$ cat config.mk
export PLATFORM = sky130hd
export DESIGN_NAME = frog_move_ctrl_flat
export DESIGN_NICKNAME = d
export VERILOG_FILES = /design/src/rtl/frog_move_if.sv /design/src/rtl/frog_move_ctrl.sv /design/src/flat_wrapper.sv
export SDC_FILE = /design/constraint.sdc
export NUM_CORES = 1
export LEC_CHECK = 0
export CELL_PAD_IN_SITES_DETAIL_PLACEMENT = 0
export CELL_PAD_IN_SITES_GLOBAL_PLACEMENT = 1
export CORE_UTILIZATION = 44
export CTS_BUF_LIST = sky130_fd_sc_hd__clkbuf_8
export DETAILED_ROUTE_END_ITERATION = 16
export MAX_ROUTING_LAYER = met4
export PLACE_DENSITY_LB_ADDON = 0.15
export SYNTH_ARGS = -nofsm -noshare
export SYNTH_HDL_FRONTEND = slang
export SYNTH_SLANG_ARGS = --single-unit
$ cat constraint.sdc
create_clock -name Clk -period 3.35 [get_ports Clk]
set_input_delay 0.5025 -clock Clk [delete_from_list [all_inputs] [get_ports Clk]]
set_output_delay 0.5025 -clock Clk [all_outputs]
set_load 0.05 [all_outputs]
$ cat src/rtl/frog_move_if.sv
// Keycode/frame inputs and hop command outputs between the keycode PIO side and
// the frog position/animation logic.
interface frog_move_if;
  logic [15:0] keycode;
  logic        frame_clk;
  logic        enable;
  logic        hop_valid;
  logic [1:0]  hop_dir;
  logic        busy;
  logic [7:0]  hop_count;

  modport master (
    output keycode, frame_clk, enable,
    input  hop_valid, hop_dir, busy, hop_count
  );

  modport slave (
    input  keycode, frame_clk, enable,
    output hop_valid, hop_dir, busy, hop_count
  );
endinterface

$ cat src/rtl/frog_move_ctrl.sv
// Turns held USB keycodes into frame-synchronous single-hop commands for the frog:
// one hop per press, a lockout while the hop animates, then auto-repeat while held.
//
// state | meaning
// ------+------------------------------------------------------------
// IDLE  | waiting for a frame tick with a mapped key pressed
// HOP   | single cycle in which hop_valid is high
// LOCK  | hop animating; key changes ignored until HOP_FRAMES ticks pass
// HOLD  | same key still held; auto-repeat after REPEAT_FRAMES ticks
module frog_move_ctrl #(
  parameter int HOP_FRAMES    = 4,
  parameter int REPEAT_FRAMES = 12,
  parameter int CNT_W         = 5
) (
  input  logic      Clk,
  input  logic      Reset_n,
  frog_move_if.slave mv
);

  localparam logic [1:0] S_IDLE = 2'd0;
  localparam logic [1:0] S_HOP  = 2'd1;
  localparam logic [1:0] S_LOCK = 2'd2;
  localparam logic [1:0] S_HOLD = 2'd3;

  localparam logic [CNT_W-1:0] HOP_LD = CNT_W'(HOP_FRAMES - 1);
  localparam logic [CNT_W-1:0] REP_LD = CNT_W'(REPEAT_FRAMES - 1);

  logic [2:0]       fs_q;
  logic             tick_q;
  logic [15:0]      kc_q;
  logic [1:0]       state_q, state_d;
  logic [1:0]       lat_dir_q, lat_dir_d;
  logic [CNT_W-1:0] cnt_q, cnt_d;
  logic             hop_valid_q;
  logic [1:0]       hop_dir_q;
  logic [7:0]       hop_count_q;

  logic             hop_now;
  logic [2:0]       dec0, dec1;
  logic             cur_valid;
  logic [1:0]       cur_dir;

  // Returns {valid, dir}
  function automatic logic [2:0] decode_byte(input logic [7:0] b);
    logic [2:0] r;
    r = 3'b000;
    case (b)
      8'h1A, 8'h52: r = 3'b100;
      8'h16, 8'h51: r = 3'b101;
      8'h04, 8'h50: r = 3'b110;
      8'h07, 8'h4F: r = 3'b111;
      default:      r = 3'b000;
    endcase
    return r;
  endfunction

  always_comb begin
    dec0      = decode_byte(kc_q[7:0]);
    dec1      = decode_byte(kc_q[15:8]);
    cur_valid = dec0[2] | dec1[2];
    cur_dir   = dec0[2] ? dec0[1:0] : dec1[1:0];
  end

  always_comb begin
    state_d   = state_q;
    cnt_d     = cnt_q;
    lat_dir_d = lat_dir_q;
    hop_now   = 1'b0;
    case (state_q)
      S_IDLE: begin
        if (tick_q && cur_valid) begin
          state_d   = S_HOP;
          lat_dir_d = cur_dir;
          hop_now   = 1'b1;
        end
      end
      S_HOP: begin
        state_d = S_LOCK;
        cnt_d   = HOP_LD;
      end
      S_LOCK: begin
        if (tick_q) begin
          if (cnt_q == '0) begin
            if (cur_valid && (cur_dir == lat_dir_q)) begin
              state_d = S_HOLD;
              cnt_d   = REP_LD;
            end else begin
              state_d = S_IDLE;
            end
          end else begin
            cnt_d = cnt_q - 1'b1;
          end
        end
      end
      S_HOLD: begin
        if (tick_q) begin
          if (!cur_valid || (cur_dir != lat_dir_q)) begin
            state_d = S_IDLE;
          end else if (cnt_q == '0) begin
            state_d = S_HOP;
            hop_now = 1'b1;
          end else begin
            cnt_d = cnt_q - 1'b1;
          end
        end
      end
      default: state_d = S_IDLE;
    endcase
    // Disable overrides everything, including a tick in the same cycle
    if (!mv.enable) begin
      state_d = S_IDLE;
      hop_now = 1'b0;
    end
  end

  always_ff @(posedge Clk or negedge Reset_n) begin
    if (!Reset_n) begin
      fs_q        <= '0;
      tick_q      <= 1'b0;
      kc_q        <= '0;
      state_q     <= S_IDLE;
      lat_dir_q   <= '0;
      cnt_q       <= '0;
      hop_valid_q <= 1'b0;
      hop_dir_q   <= '0;
      hop_count_q <= '0;
    end else begin
      fs_q        <= {fs_q[1:0], mv.frame_clk};
      tick_q      <= fs_q[1] & ~fs_q[2];
      kc_q        <= mv.keycode;
      state_q     <= state_d;
      lat_dir_q   <= lat_dir_d;
      cnt_q       <= cnt_d;
      hop_valid_q <= hop_now;
      if (hop_now) begin
        hop_dir_q   <= lat_dir_d;
        hop_count_q <= hop_count_q + 8'd1;
      end
    end
  end

  assign mv.hop_valid = hop_valid_q;
  assign mv.hop_dir   = hop_dir_q;
  assign mv.busy      = (state_q != S_IDLE);
  assign mv.hop_count = hop_count_q;

endmodule

$ cat src/flat_wrapper.sv
// flat-port wrapper written by rule: the top's interface ports become plain ports
module frog_move_ctrl_flat 
#(
  parameter int HOP_FRAMES    = 4,
  parameter int REPEAT_FRAMES = 12,
  parameter int CNT_W         = 5
)
  (Clk, Reset_n, mv_keycode, mv_frame_clk, mv_enable, mv_hop_valid, mv_hop_dir, mv_busy, mv_hop_count);
  frog_move_if mv_i ();
  input  logic Clk;
  input  logic Reset_n;
  input wire logic [$bits(mv_i.keycode)-1:0] mv_keycode;
  input wire logic [$bits(mv_i.frame_clk)-1:0] mv_frame_clk;
  input wire logic [$bits(mv_i.enable)-1:0] mv_enable;
  output wire logic [$bits(mv_i.hop_valid)-1:0] mv_hop_valid;
  output wire logic [$bits(mv_i.hop_dir)-1:0] mv_hop_dir;
  output wire logic [$bits(mv_i.busy)-1:0] mv_busy;
  output wire logic [$bits(mv_i.hop_count)-1:0] mv_hop_count;
  assign mv_i.keycode = mv_keycode;
  assign mv_i.frame_clk = mv_frame_clk;
  assign mv_i.enable = mv_enable;
  assign mv_hop_valid = mv_i.hop_valid;
  assign mv_hop_dir = mv_i.hop_dir;
  assign mv_busy = mv_i.busy;
  assign mv_hop_count = mv_i.hop_count;
  frog_move_ctrl #(.HOP_FRAMES(HOP_FRAMES), .REPEAT_FRAMES(REPEAT_FRAMES), .CNT_W(CNT_W)) u_core (.Clk(Clk), .Reset_n(Reset_n), .mv(mv_i));
endmodule
==> results by group <==
Yosys
  – FF+latch count, synth: 40
  – Sequential area share after synthesis: 0.4899
  – Synth Instances: 185
  – Most used DFF post-synth: dfrtp_1
  – Post-synthesis instance area: 2043 µm²
  – Ys Warns: 0
  – Synth cell types: between 50 and 60
  – Top area cells in the synthesized netlist: dfrtp_1 (49%), xnor2_1 (3.9%), ha_1 (3.7%)
  – Syn nets: between 200 and 250
  – Post-synth EDFFs: 0
  – Synth top area share: 0.4899
  – Largest area contributor in the netlist: dfrtp_1
  – Avg Inst Size Synth: 11.04 µm²
  – Post-synth ARST share: 1.000

GRT
  – Met3 Resource Use GR: 0.03175
  – Number of global-route vias before repair: 1,505
  – First-pass GRT wire length: between 6 and 7 mm
  – Largest net degree at the start of global routing: 41
  – Grt met2 use: 0.2970
  – Initial antenna violation count: 0
  – Met1 Use GR: 0.2113
  – Remaining global-route overflow: 0
  – Grt peak-use layer: met2
  – Tot GR Track Use: 0.1787

Power and ir drop
  – Power share of the sequential group: 0.466
  – Clock share of power: 0.310
  – VDD IR max: roughly 0.00032 V
  – Internal power: between 0.8 and 0.9 mW
  – Comb power frac: 0.224
  – Leak: between 1 and 1.5 nW
  – Sw Ratio: 0.2935
  – Switching power: approximately 0.35 mW
  – Power Dens Cells: 481.8 nW/µm²

STA
  – RSZ-0062 raised after global routing: false
  – Final hold vios: 0
  – Worst-margin pin slew: 0.8706 ns
  – TNS Setup: 0 ns
  – Part of the cycle the worst path needs: 0.9096
  – Max transition margin: 0.4196
  – Hold Worst Slack: 0.3273 ns
  – Crit path time final: between 3 and 4 ns
  – Fmax achieved: roughly 330 MHz
  – Pins over their slew limit: 0
  – Endpoints failing setup: 0
  – Fin Clk Skew: around 0.0031 ns

Clock tree
  – Root buf cell: clkbuf_8
  – Clk sinks: 40
  – Reg clk slew, reported paths: 0.07 ns
  – Post-CTS Setup Inserts: 0
  – H-Tree Depth: 2
  – Clk Latency, worst-skew pair: 0.28 ns
  – CTS max path bufs: 2
  – Post_cts resized: 0
  – TritonCTS clock tree: yes
  – CTS Buf Count: 5
  – Hold_buf cts: 0

Worst setup path
  – CP required: roughly 3.5 ns
  – Startpoint type of the worst setup path: register
  – CP Cell Sequence: or4_1 -> a211oi_2 -> a31oi_1 -> a31oi_1 -> xor2_2 -> a2111o_1 -> a21oi_1 -> mux2_2
  – Worst-path maximum fanout: 8
  – CP Class: reg -> reg
  – Crit path DAT: between 3 and 4 ns
  – Most frequent CP cell: a31oi_1
  – Worst path bufs/invs: 0
  – CP endpoint kind: register
  – CP max stage delay: ~0.56 ns
  – Slowest CP cell: or4_1
  – Top delay family on crit path: compound AO/OA/AOI/OAI gates

Floorplan
  – Die X: ~70 µm
  – Die Y: approximately 70 µm
  – Initial Util: 0.4629
  – Rows: 24
  – Die ar.: slightly below 5000 µm²
  – IO Pins: 32
  – Core Area: ~4400 µm²

Drt
  – DR WL/cell: 14.25 µm
  – DR iter-0 viols: slightly below 70
  – Initial DRT Pass Iterations: 4
  – Vias/cell: approximately 5.7
  – ANT nets after route: 0
  – Via count: approximately 1,600
  – Routed wire length: 3.920 mm
  – DRC errors left: 0

Final layout
  – Final Cell Area: ~2500 µm²
  – Layout area overhead: 22.84%
  – Final net count: 248
  – Fraction of layout cells with a size suffix above 1: 0.1121
  – Highest-count cells in the layout ignoring fill and taps: dfrtp_1 (40), clkdlybuf4s50_1 (30), inv_1 (15)
  – Post-route core utilization: 0.5686
  – Ant diodes: 0
  – Leading cell type in the layout, fill and taps excluded: dfrtp_1
  – Fin cells: around 280

Place
  – Placed Instance Area: between 2000 and 2500 µm²
  – Gpl congestion: 0.8651
  – Count of input and output buffers: 31
  – Placed Cells: 267
  – Detailed Place HPWL: 2.943 mm

Status
  – Status: completed

Min path
  – Worst min path class: in -> async

Run
  – Max-cap violations: 0
==> path summary, 6_finish.rpt <==
kind,start,end,slack [ns],depth (start not counted)
min in group Clk,u_core.fs_q[0],u_core.fs_q[1],0.37,0
min reg2reg,u_core.fs_q[0],u_core.fs_q[1],0.37,0
min,Reset_n,u_core.kc_q[6],0.33,1
max reg2reg,u_core.kc_q[8],u_core.cnt_q[1],0.30,8
max,u_core.kc_q[8],u_core.cnt_q[1],0.30,8
max in group asynchronous,Reset_n,u_core.cnt_q[0],2.47,1
==> power by group through the flow <==
stage               registers [mW]  logic [mW]  clock network [mW]
detailed placement           0.573       0.271                   0
global route                 0.571       0.296               0.410
global placement             0.569       0.268                   0
finish                       0.564       0.271               0.375
floorplan                    0.607       0.139                   0
CTS                          0.563       0.273               0.387
==> cell type report <==
| type | instances | area, µm² |
|---|---|---|
| fillers | 395 | 1904 |
| flip-flops and latches | 40 | 1001 |
| clock buffers | 5 | 68.82 |
| inverters | 14 | 52.55 |
| clock inverters | 3 | 38.79 |
| well taps | 52 | 65.06 |
| multi-input cells | 130 | 978.4 |
| repair buffers | 31 | 305.3 |
==> flip-flops by register name, summed over array words and instances, names as in the netlist <==
| name | cells |
|---|---|
| u_core.tick_q | 1 |
| u_core.fs_q | 3 |
| u_core.kc_q | 16 |
| u_core.state_q | 2 |
| u_core.mv.hop_count | 8 |
| u_core.mv.hop_dir | 2 |
| u_core.cnt_q | 5 |
| u_core.mv.hop_valid | 1 |
| u_core.lat_dir_q | 2 |
==> cells by family (layout without fill, tap and decap cells) <==
family,count (synthesis),in the layout,share of synthesized area
multiplexers,8,8,0.04531
AO/OA/AOI/OAI,41,41,0.1568
AND/OR/NAND/NOR,64,64,0.1892
buffers and inverters,15,53,0.03123
adder cells (fa/ha/maj),6,6,0.03674
XOR/XNOR,11,11,0.05083
flip-flops,40,40,0.4899
==> metal layers <==
metal	share of wire	routed length [µm]
met1	0.44	1742
met3	0.032	126
met4	0.025	97
met5	0	0
met2	0.50	1952
==> stage by stage <==
step           setup slack [ns]  total power, mW
6_report                 0.3029            1.209
5_1_grt                 0.07744            1.276
4_1_cts                  0.2879            1.223
3_5_place_dp             0.3036           0.8438
3_3_place_gp             0.3953           0.8372
2_1_floorplan            0.5477           0.7468
==> worst register-to-register path, stage by stage (launching register included) <==
cell and delay [ns]:
dfrtp_1 0.46, or4_1 0.56, a211oi_2 0.25, a31oi_1 0.09, a31oi_1 0.31, xor2_2 0.19, a2111o_1 0.45, a21oi_1 0.26
mux2_2 0.37
==> Yosys cell counts, types with 2 or more instances <==
cell type	n
inv_1	14
and3_1	3
o211ai_1	2
or3_1	2
or4bb_1	2
nand4_1	4
nand3_1	3
o31ai_1	3
ha_1	6
a21oi_1	8
o221ai_1	2
a31oi_1	3
nand3b_1	3
nand2b_1	5
nor2_1	10
or2_2	2
nand2_1	12
dfrtp_1	40
nand4b_1	2
nor3_1	3
nor4b_1	2
o21ai_0	5
xnor2_1	9
mux2_2	6
Note: power is estimated with default switching activity, not from simulation.
==> patch 1, RTL diff (same flow settings) <==
`CNT_W` is set to 5 in 2 places; all go to 10.
--- a/src/rtl/frog_move_ctrl.sv
+++ b/src/rtl/frog_move_ctrl.sv
@@ -11,5 +11,5 @@
   parameter int HOP_FRAMES    = 4,
   parameter int REPEAT_FRAMES = 12,
-  parameter int CNT_W         = 5
+  parameter int CNT_W         = 10
 ) (
   input  logic      Clk,
--- a/src/flat_wrapper.sv
+++ b/src/flat_wrapper.sv
@@ -4,5 +4,5 @@
   parameter int HOP_FRAMES    = 4,
   parameter int REPEAT_FRAMES = 12,
-  parameter int CNT_W         = 5
+  parameter int CNT_W         = 10
 )
   (Clk, Reset_n, mv_keycode, mv_frame_clk, mv_enable, mv_hop_valid, mv_hop_dir, mv_busy, mv_hop_count);
Behaviour: no difference found for any inputs over 10 cycles, from zero or initial values and one cycle with Reset_n low; that may be too few to reach the edited logic, so the function may still have changed.
==> patch 1 against the unedited design <==
  * Power increased by 13%
  * Count of clock-buffer cells in the layout unchanged
  * Core utilization fell by 0.29 points
  * Combinational power fell by 2%
  * Area after synthesis is 11% higher
  * Global-route usage grew 0.81 points
  * Routed wire length rose by 11%
  * Critical path depth did not move
  * Die area up 11%
  * Sequential cell count rose by 5
  * Clock power grew 8.3%
  * Worst setup slack improved by 19 ps
  * Final area up 9.3%
==> patch 1: results (changes against the unedited design) <==
ir_drop_uv: 330.1  # was 324.0 uV
p_switching_mw: 0.4112  # was 0.3549 mW
finalNonFillerCells: 316  # was 275
wl_met3_um: 113  # was 126 um
arrival_ps: 3250  # was 3220 ps
status: "finished, final reports clean"  # unchanged
grt_pass1_vias: 1629  # was 1,505
timing.rr.end: "u_core.cnt_q[7]$_DFFE_PN0P_"  # was u_core.cnt_q[1]$_DFFE_PN0P_
final_layout_size_suffix_gt1_share_pct: 7.229  # was 11.21%
fin_nets: 274  # was 248
met2_length_mm: 2.157  # was 1.952 mm
met2_usage_pct: 30.10  # was 29.70%
preCtsSetupSlack_ps: 305.3  # was 303.6 ps
grt_first_pass_wirelength_mm: 7.486  # was 6.789 mm
cpMaxStageDelayCell: "or4b_1"  # was or4_1
wl_met1_mm: 2.029  # was 1.742 mm
pwr-share-comb_pct: 19.4  # was 22.4%
grt_use_met1_pct: 23.08  # was 21.13%
fin_util_pct: 56.57  # was 56.86%
met3_usage_pct: 4.252  # was 3.175%
power_leakage_nw: 1.152  # was 1.025 nW
dpl-instance-area_um2: 2625  # was 2402 um^2
syn_nets: 243  # was 211
synthTopCellsByArea: "dfrtp_1, ha_1, xnor2_1"  # was dfrtp_1, xnor2_1, ha_1
cp_max_fo: 15  # was 8
## patch 1: changes by cell type after synthesis, moves of 3 or more
| cell | change |
|---|---|
| xor2_1 | +3 |
| nor3_1 | +4 |
| o21a_1 | +3 |
| or4_1 | +4 |
| inv_1 | -3 |
| dfrtp_1 | +5 |
| buf_2 | +3 |
| o41ai_1 | +4 |
| mux2_2 | -3 |
| o21ai_0 | +6 |
| a21oi_1 | +5 |
## patch 1: layout make-up
type / count / area share, %
inverter: 12 / 1.642
sequential: 45 / 41.06
multi-input combinational: 153 / 39.05
timing repair buffer: 31 / 11.13
clock buffer: 5 / 2.509
tap: 67 / 3.057
clock inverter: 3 / 1.551
## patch 1: worst max-delay path by stage
stage	startpoint	endpoint	depth (start not counted)
2_1_floorplan	u_core.kc_q[5]$_DFF_PN0_	u_core.cnt_q[7]$_DFFE_PN0P_	9
4_1_cts	u_core.kc_q[8]$_DFF_PN0_	u_core.mv.hop_dir[1]$_DFFE_PN0P_	7
5_1_grt	u_core.kc_q[8]$_DFF_PN0_	u_core.cnt_q[7]$_DFFE_PN0P_	8
3_5_place_dp	u_core.kc_q[8]$_DFF_PN0_	u_core.mv.hop_dir[1]$_DFFE_PN0P_	7
3_3_place_gp	u_core.kc_q[11]$_DFF_PN0_	u_core.mv.hop_count[1]$_DFFE_PN0P_	7
6_report	u_core.kc_q[8]$_DFF_PN0_	u_core.cnt_q[7]$_DFFE_PN0P_	8
## patch 1: kinds of logic (layout without fill, tap and decap cells)
kind of cell	after synthesis	count (layout)	synth area share, %
and+or+nand+nor	70	70	17.71
DFF	45	45	49.50
AOI/OAI and AO/OA	62	62	19.69
xor gates and xnor gates	12	12	4.620
muxes	3	3	1.485
adders and majority gates	6	6	3.300
buffers and inverters	19	51	3.685
==> patch 2, RTL diff (config.mk and constraints unchanged) <==
Made on the original files. Take the reset off `kc_q` and load it in a clocked block of its own.
--- a/src/rtl/frog_move_ctrl.sv
+++ b/src/rtl/frog_move_ctrl.sv
@@ -118,5 +118,4 @@
       fs_q        <= '0;
       tick_q      <= 1'b0;
-      kc_q        <= '0;
       state_q     <= S_IDLE;
       lat_dir_q   <= '0;
@@ -128,5 +127,4 @@
       fs_q        <= {fs_q[1:0], mv.frame_clk};
       tick_q      <= fs_q[1] & ~fs_q[2];
-      kc_q        <= mv.keycode;
       state_q     <= state_d;
       lat_dir_q   <= lat_dir_d;
@@ -140,4 +138,8 @@
   end
 
+  always_ff @(posedge Clk) begin
+    kc_q <= mv.keycode;
+  end
+
   assign mv.hop_valid = hop_valid_q;
   assign mv.hop_dir   = hop_dir_q;
Function: same outputs for any inputs over 10 cycles, from zero or initial values and one cycle with Reset_n low; that may be too few to reach the edited logic, so the function may still have changed.
==> patch 2 against the unedited design <==
  * Area after synthesis shrank 3.9%
  * Count of clock-buffer cells in the layout is the same
  * Sequential cell count is the same
  * Worst setup slack improved by 180 ps
  * First-iteration DRC count up 68%
  * Clock skew rose by 4.6 ps
  * Power grew 23%
  * Routed wire length decreased by 2.1%
  * Maximum frequency up 6.3%
  * Critical path type unchanged
  * Critical endpoint is now u_core.cnt_q[0]$_DFFE_PN0P_
  * Final area is 3.0% lower
  * Clock power rose by 5.3%
  * Non-clock buffer count grew 1
==> patch 2: results (changes against the unedited design) <==
ir_drop_uv: 383.4  # was 324.0 uV
status: "finished, final reports clean"  # unchanged
gp_congestion: 0.7977  # was 0.8651
timing.rr.end: "u_core.cnt_q[0]$_DFFE_PN0P_"  # was u_core.cnt_q[1]$_DFFE_PN0P_
clk_latency_ps: 300  # was 280 ps
ys_seq_area_share_pct: 46.88  # was 48.99%
grt.total_usage_pct: 18.82  # was 17.87%
wl_mm: 3.839  # was 3.920 mm
r2r_slack_ps: 480  # was 300 ps
grt_first_pass_wirelength_mm: 6.410  # was 6.789 mm
drt_iter0_drc: 114  # was 68
async_flop_share_pct: 60.00  # was 100.0%
grt_max_degree: 25  # was 41
wl_per_cell_um: 14.06  # was 14.25 um
syn_avg_cell_area_um2: 10.45  # was 11.04 um^2
clock-skew-final_ps: 7.734  # was 3.086 ps
numPlacedInstances: 265  # was 267
hpwlAfterDp_mm: 2.771  # was 2.943 mm
final_layout_size_suffix_gt1_share_pct: 8.969  # was 11.21%
met2_length_mm: 1.824  # was 1.952 mm
cp_max_fo: 6  # was 8
nFillCells: 352  # was 395
syn_nets: 214  # was 211
intPower_mw: 0.9542  # was 0.8543 mW
holdWs_ps: 359.9  # was 327.3 ps
[patch 2: worst max-delay path by stage]
stage | to | slack (ps) | depth (start not counted)
final | u_core.cnt_q[0]$_DFFE_PN0P_ | 480 | 8
after floorplan | u_core.cnt_q[0]$_DFFE_PN0P_ | 780 | 8
after CTS | u_core.cnt_q[0]$_DFFE_PN0P_ | 530 | 8
after global placement | u_core.mv.hop_dir[1]$_DFFE_PN0P_ | 630 | 7
after global routing | u_core.cnt_q[0]$_DFFE_PN0P_ | 320 | 8
after detailed placement | u_core.mv.hop_dir[1]$_DFFE_PN0P_ | 570 | 7
[patch 2: area by class of cell]
| class | count | area, um^2 | area share (%) |
|---|---|---|---|
| multi-input cells | 132 | 980.9 | 40.29 |
| repair buffers | 32 | 317.8 | 13.05 |
| clock inverters | 3 | 42.54 | 1.747 |
| flip-flops and latches | 40 | 920.9 | 37.82 |
| inverters | 11 | 41.29 | 1.696 |
| clock buffers | 5 | 68.82 | 2.826 |
| well taps | 50 | 62.56 | 2.569 |
[patch 2: logic make-up (layout without fill, tap and decap cells)]
logic type | count (synthesis) | in the layout | share of synthesized area, %
buf+inv | 16 | 51 | 3.184
fa+ha+maj | 6 | 6 | 3.822
flops | 40 | 40 | 46.88
compound gates | 36 | 36 | 15.99
simple gates | 73 | 73 | 21.40
xor+xnor | 11 | 11 | 4.904
mux | 6 | 6 | 3.822
[patch 2: worst max-delay path: stages, from the launching register on]
cell       delay [ps]
dfxtp_1           340
nor4b_1           440
a21oi_1           140
a22o_1            260
a21boi_2          180
xnor2_1           530
a2111oi_2         150
o31a_2            410
mux2_4            310
[patch 2: power groups by stage]
stage	Combinational, mW	Sequential (mW)	Clock (mW)
2_1_floorplan	0.246	0.703	0
3_3_place_gp	0.478	0.616	0
3_5_place_dp	0.485	0.620	0
4_1_cts	0.487	0.610	0.404
5_1_grt	0.521	0.621	0.428
6_report	0.486	0.609	0.395
[patch 2: metal layers]
layer  up-vias  track usage [%]
met5         -                -
met1       745            23.55
met3         7            4.605
met2        33            29.29
met4         0            7.398
li1        763                -
